### config.mk
export PLATFORM = sky130hd
export DESIGN_NAME = button_pulser
export DESIGN_NICKNAME = d
export VERILOG_FILES = /design/src/rtl/button_pkg.sv /design/src/rtl/sync2.sv /design/src/rtl/button_pulser.sv
export SDC_FILE = /design/constraint.sdc
export NUM_CORES = 1
export LEC_CHECK = 0
export ABC_AREA = 1
export BUFFER_PORTS_ARGS = -buffer_cell sky130_fd_sc_hd__clkbuf_2
export CELL_PAD_IN_SITES_DETAIL_PLACEMENT = 0
export CELL_PAD_IN_SITES_GLOBAL_PLACEMENT = 1
export CORE_ASPECT_RATIO = 0.7
export CORE_MARGIN = 5
export CORE_UTILIZATION = 40
export CTS_BUF_LIST = sky130_fd_sc_hd__clkbuf_2 sky130_fd_sc_hd__clkbuf_4 sky130_fd_sc_hd__clkbuf_8
export DETAILED_ROUTE_END_ITERATION = 8
export PLACE_DENSITY = 0.77
export REMOVE_ABC_BUFFERS = 1
export SLEW_MARGIN = 20
export SYNTH_ARGS = -nofsm -noshare
export SYNTH_HDL_FRONTEND = slang
export SYNTH_SLANG_ARGS = --single-unit
export TNS_END_PERCENT = 5
### constraint.sdc
create_clock -name clk -period 5.1 [get_ports clk]
set_input_delay 0.255 -clock clk [delete_from_list [all_inputs] [get_ports clk]]
set_output_delay 0.255 -clock clk [all_outputs]
set_load 0.02 [all_outputs]
### src/rtl/button_pkg.sv
// button_pkg: shared FSM state type and counter sizing helpers for button_pulser
package button_pkg;
  typedef enum logic [1:0] {IDLE, DEB_PRESS, HELD, DEB_RELEASE} btn_state_t;
  function automatic int cnt_w(input int max_val);
    return $clog2(max_val + 1);
  endfunction
  function automatic int max2(input int a, input int b);
    return (a > b) ? a : b;
  endfunction
endpackage

### src/rtl/sync2.sv
// sync2: two-flop synchroniser whose flops reset to a chosen level
module sync2 #(
  parameter logic RST_VAL = 1'b0
) (
  input  logic clk,
  input  logic reset,
  input  logic d,
  output logic q
);
  logic meta;
  // shift the async input through two flops; reset parks both at RST_VAL
  always_ff @(posedge clk or negedge reset)
    if (!reset) {q, meta} <= {RST_VAL, RST_VAL};
    else        {q, meta} <= {meta, d};
endmodule

### src/rtl/button_pulser.sv
// button_pulser: debounced push-button to single-cycle pulse with optional auto-repeat
module button_pulser
  import button_pkg::*;
#(
  parameter int DEBOUNCE_CYCLES = 500000,
  parameter int REPEAT_DELAY    = 25000000,
  parameter int REPEAT_PERIOD   = 5000000,
  parameter bit ACTIVE_LOW      = 1'b1
) (
  input  logic clk,
  input  logic reset,
  input  logic btn_raw,
  input  logic repeat_en,
  output logic pulse,
  output logic pressed
);
  localparam int DW = cnt_w(DEBOUNCE_CYCLES);
  localparam int RW = cnt_w(max2(REPEAT_DELAY, REPEAT_PERIOD));
  localparam logic [DW-1:0] DEB_LAST    = DW'(DEBOUNCE_CYCLES - 1);
  localparam logic [RW-1:0] DELAY_LAST  = RW'(REPEAT_DELAY - 1);
  localparam logic [RW-1:0] PERIOD_LAST = RW'(REPEAT_PERIOD - 1);
  btn_state_t state, state_d;
  logic [DW-1:0] deb_cnt, deb_d;
  logic [RW-1:0] rep_cnt, rep_d, rep_last;
  logic first_rep, first_d, pulse_d, btn_n, btn_s;
  assign btn_n = ACTIVE_LOW ? ~btn_raw : btn_raw;
  sync2 #(.RST_VAL(1'b0)) u_sync (.clk(clk), .reset(reset), .d(btn_n), .q(btn_s));
  assign rep_last = first_rep ? DELAY_LAST : PERIOD_LAST;
  // next-state logic: press/release debounce and auto-repeat timing
  always_comb begin
    state_d = state;
    deb_d   = deb_cnt;
    rep_d   = rep_cnt;
    first_d = first_rep;
    pulse_d = 1'b0;
    case (state)
      IDLE:
        if (btn_s) begin
          state_d = DEB_PRESS;
          deb_d   = '0;
        end
      DEB_PRESS:
        if (!btn_s) state_d = IDLE;
        else if (deb_cnt == DEB_LAST) begin
          state_d = HELD;
          pulse_d = 1'b1;
          rep_d   = '0;
          first_d = 1'b1;
        end else deb_d = deb_cnt + 1'b1;
      HELD:
        if (!btn_s) begin
          state_d = DEB_RELEASE;
          deb_d   = '0;
        end else if (!repeat_en) rep_d = '0;
        else if (rep_cnt == rep_last) begin
          pulse_d = 1'b1;
          rep_d   = '0;
          first_d = 1'b0;
        end else rep_d = rep_cnt + 1'b1;
      DEB_RELEASE:
        if (btn_s) begin
          state_d = HELD;
          rep_d   = '0;
        end else if (deb_cnt == DEB_LAST) state_d = IDLE;
        else deb_d = deb_cnt + 1'b1;
      default: state_d = IDLE;
    endcase
  end
  // state, counters and registered outputs
  always_ff @(posedge clk or negedge reset)
    if (!reset) begin
      state     <= IDLE;
      deb_cnt   <= '0;
      rep_cnt   <= '0;
      first_rep <= 1'b0;
      pulse     <= 1'b0;
      pressed   <= 1'b0;
    end else begin
      state     <= state_d;
      deb_cnt   <= deb_d;
      rep_cnt   <= rep_d;
      first_rep <= first_d;
      pulse     <= pulse_d;
      pressed   <= (state_d == HELD) || (state_d == DEB_RELEASE);
    end
endmodule
Word level (Yosys, flattened, before mapping)
Cells that the tools add are included.

cells by class
  add/subtract/negate cells = 2
  reduce and logical (&&, ||, !) cells = 7
  bitwise logic cells = 1
  muxes and demuxes = 33
  eq/ne operators = 16

operator list
  cell                   count
  $mux 25                7
  $mux 19                5
  $pmux 19 s4            1
  $pmux 25 s3            1
  $add 25x1->25 const B  1
  $eq 25x25->1           1
  $add 19x1->19 const B  1
  $eq 19x19->1 const B   1
  $mux 2                 6
  $mux 1                 10
  $ne 2x2->1 const B     5
  $eq 2x2->1 const B     4
  $ne 2x1->1 const B     4
  $pmux 2 s4             1
  $reduce_and 6->1       1
  $reduce_and 5->1       1
  $pmux 1 s2             2
  $reduce_and 4->1       1
  $reduce_bool 3->1      1
  $eq 2x1->1 const B     1
  $logic_not 2->1        1
  $reduce_bool 2->1      1
  $logic_or 1x1->1       1
  $not 1->1              1

word-level totals
  output and inout bits = 2
  flip-flop bits (word level) = 51
  input bits = 4

Logic depth before layout (Yosys ltp)
  depth after elaboration = 6
  mapped depth = 12
  mapped depth without buffers = 11

Cells and area by module
From an unflattened synthesis, not the netlist that was laid out.

second synthesis, totals
  cells, all modules = 521
  area total of the unflattened synthesis = 3478.3 sq um

modules (own cells, without submodules)
  module         sequential area each (sq um)  area an instance (sq um)  cells an instance  instances
  button_pulser  1226.2                        3428.3                    519                1
  sync2          50.0                          50.0                      2                  1

Least setup slack after synthesis
Ideal clock, no wire load.

  path kind = register to register
  start = register state[0]
  end = register rep_cnt[22]
  data required time = 4.985 ns
  cell stages (with the launch flop) = 10
  arrival time = 1.734 ns
  setup slack = 3.251 ns
  cell sequence = dfrtp_1 -> inv_1 -> ha_1 -> inv_2 -> a21oi_1 -> nor2_1 -> clkbuf_1 -> nand4_1 -> nand2_1 -> nor2_1

on the way
  word-level cells in the longest chain between the ends = 3
  elaborated cells between the ends (all ways) = 10

RTL lines
  what                                                       RTL line             RTL
  start: declaration                                         button_pulser.sv:22  btn_state_t state, state_d;
  start signal: assignment                                   button_pulser.sv:79  state <= state_d;
  $eq 2x2->1 or $eq 2x1->1 (tied branches)                   button_pulser.sv:36  case (state)
  $ne 2x1->1 (no source line), or another cell as far along  -
  $reduce_and 5->1 (no source line)                          -
  end signal: assignment                                     button_pulser.sv:81  rep_cnt <= rep_d;
  end: declaration                                           button_pulser.sv:24  logic [RW-1:0] rep_cnt, rep_d, rep_last;

Parallel ways exist; a longest one is shown, timed or not.
A chain may end at the register's enable or synchronous reset.

Worst setup path after layout
  start = register state[0]
  end = register rep_cnt[13]

Same word-level chain as after synthesis.

==> results.cfg <==
[final_layout]
area_delta_synth_final_pct = 6.15
layout_common_cells = nand2_1 (143), inv_1 (78), nor2_1 (68)
fin_util_pct = 43.5
drive_above_1_share_pct = 5.75
final_common_cell = nand2_1
n_fill_cell = 899
finalNetCount = 532
antenna_cells = 0
finalInstanceArea_um2 = 3670

[critical_path]
reg2reg_depth = 11
crit_path_start_kind = flop
cp_data_arrival_time_ps = 2760
critPathMaxFanout = 25
rrSetupSlack_ps = 2590
r2r_start = state[0]$_DFF_PN0_
rr_endpoint = rep_cnt[13]$_DFFE_PN0P_
cp-end-kind = flop
critPathKind = flop to flop
required_ps = 5350

[synth]
ys_seq_area_share_pct = 36.9
synth_largest_area_cell = dfrtp_1
syn_area_um2 = 3460
synth-seq-cells = 51
synth_cells = 518
synth_warnings = 0
syn_area_per_cell_um2 = 6.67
synthTopCellsByArea = dfrtp_1 (37%), nand2_1 (16%), inv_1 (8.5%)
yosys.area.top_type_share_pct = 36.9
ys_types = 31

[cts]
cts-resized-gates = 0
cts_hold_buf = 0
htree_levels = 2
clk_latency_ps = 310
cts.sinks = 51
clockBufferDepth = 2
cts_made_buffers = 5
root_buffer = clkbuf_8
cts_setup_buffers = 0
cts_tree = built
cts.clk_slew.worst_paths_ps = 100

[power_and_ir_drop]
total_power_uw = 1240
powerDensity_nw_per_um2 = 339
swShare_pct = 47.4
leakage_uw = 0.00168
seq_power_share_pct = 36.8
combPwrFrac_pct = 43.6
ir_drop_mv = 0.142
p_clk_share_pct = 19.6
intPower_uw = 654
p_sw_uw = 590

[placement]
gp_congestion = 0.918
port_buffers = 5
dp_hpwl_um = 6840
dpl_cell_area_um2 = 3580

[sta]
slew_viol_final = 0
relSlewSlack_pct = 55.1
setup_viol = 0
fin_crit_ps = 2510
rsz0062_at_grt = no
skew_ps = 7.48
fmax_mhz = 398
min_period_over_period_pct = 49.3
fin_setup_tns_ps = 0
tightest_slew_ps = 673
finalHoldViolCount = 0
hold_slack_ps = 56.7

[drt]
wl_um = 9010
wl_per_cell_um = 14.0
drc = 0
via_count = 3262
via_per_inst = 5.08
drt_first_pass_iters = 5
ant_nets = 0
first_iter_violations = 284

[global_route]
grt_pass1_vias = 2901
grt_start_max_net_pins = 52
antenna_found_initial = 0
grtUsageTotal_pct = 18.4
grt-ovfl-total = 0
grt_pass1_wl_um = 15300
use_met2_pct = 22.3
globalRouteMet1Util_pct = 31.5
grt-busiest-layer = met1
met3_usage_pct = 3.62

[floorplanning]
floorplan.die_area_um2 = 10600
die_h_um = 87.8
die-width_um = 121
rows = 28
coreArea_um2 = 8440
num_io_pins = 6
start_util_pct = 40.9

[run]
drv_cap = 0

[run_status]
outcome = complete, no violations

[min_path]
hold_class = primary input to async pin
[power by group through the flow]
stage          combinational, µW  sequential, µW  clock, µW
2_1_floorplan                373             464          0
5_1_grt                      610             463        276
4_1_cts                      536             457        255
3_3_place_gp                 535             463          0
3_5_place_dp                 534             465          0
6_report                     542             457        244
[how the worst max path moves through the flow]
stage	start	endpoint	slack, ps	cells after the start
floorplan	state[0]$_DFF_PN0_	rep_cnt[11]$_DFFE_PN0P_	2500	10
detailed placement	state[0]$_DFF_PN0_	rep_cnt[19]$_DFFE_PN0P_	2640	11
CTS	state[0]$_DFF_PN0_	rep_cnt[20]$_DFFE_PN0P_	2620	11
global route	state[0]$_DFF_PN0_	deb_cnt[18]$_DFFE_PN0P_	2350	11
finish	state[0]$_DFF_PN0_	rep_cnt[13]$_DFFE_PN0P_	2590	11
global placement	state[0]$_DFF_PN0_	rep_cnt[11]$_DFFE_PN0P_	2720	11
[synth_stat cells, drive strengths merged]
| cell type | number |
|---|---|
| nand2 | 149 |
| inv | 80 |
| nor2 | 68 |
| dfrtp | 51 |
| nand3 | 42 |
| nand4 | 29 |
| nor3 | 27 |
| o21ai | 26 |
| buf | 8 |
| a21oi | 7 |
| ha | 7 |
| nand3b | 5 |
| xor2 | 4 |
| clkbuf | 3 |
| or2 | 3 |
| o21a | 2 |
| o31ai | 2 |
| clkinv | 1 |
| nor3b | 1 |
| nor4 | 1 |
| o211ai | 1 |
| o221ai | 1 |
[per-layer routing]
layer	wire length, µm	part of all wire, %	up-vias
li1	-	-	1666
met1	5250	58	1469
met2	3110	34	117
met3	573	6.4	10
met4	74	0.82	0
met5	0	0	-
[flip-flops by register name, indices dropped and copies added (netlist names)]
signal       cells
deb_cnt         19
first_rep        1
pressed          1
pulse            1
rep_cnt         25
state            2
u_sync.meta      1
u_sync.q         1
[worst max-delay path: stages, from the launching register on]
cell and delay (ps):
dfrtp_1 450, inv_1 150, ha_1 480, inv_2 140
a21oi_1 170, nor2_1 60, buf_4 230, nand2_4 230
clkinv_4 120, nand2_4 180, inv_1 110, nor2_1 110
[stage by stage]
stage          std cells  worst slack [ps]
6_report             642              2590
5_1_grt              642              2350
4_1_cts              642              2620
3_5_place_dp         634              2640
3_3_place_gp         634              2720
2_1_floorplan        507              2500
[cell type report]
type	instances	area (µm²)	area share, %
tap	120	150	4.09
multi-input combinational	375	1810	49.2
clock buffer	6	76.3	2.08
timing repair buffer	7	40.0	1.09
sequential	51	1280	34.8
clock inverter	2	12.5	0.341
inverter	81	309	8.42
[cells by family (layout without fill, tap and decap cells)]
family	Yosys count	count (layout)	synth area share [%]
buf+inv	92	96	10.9
flops	51	51	36.9
simple gates	325	325	42.2
fa+ha+maj	7	7	2.53
xor+xnor	4	4	1.01
compound gates	39	39	6.51
Power figures use the tool's default switching activity.
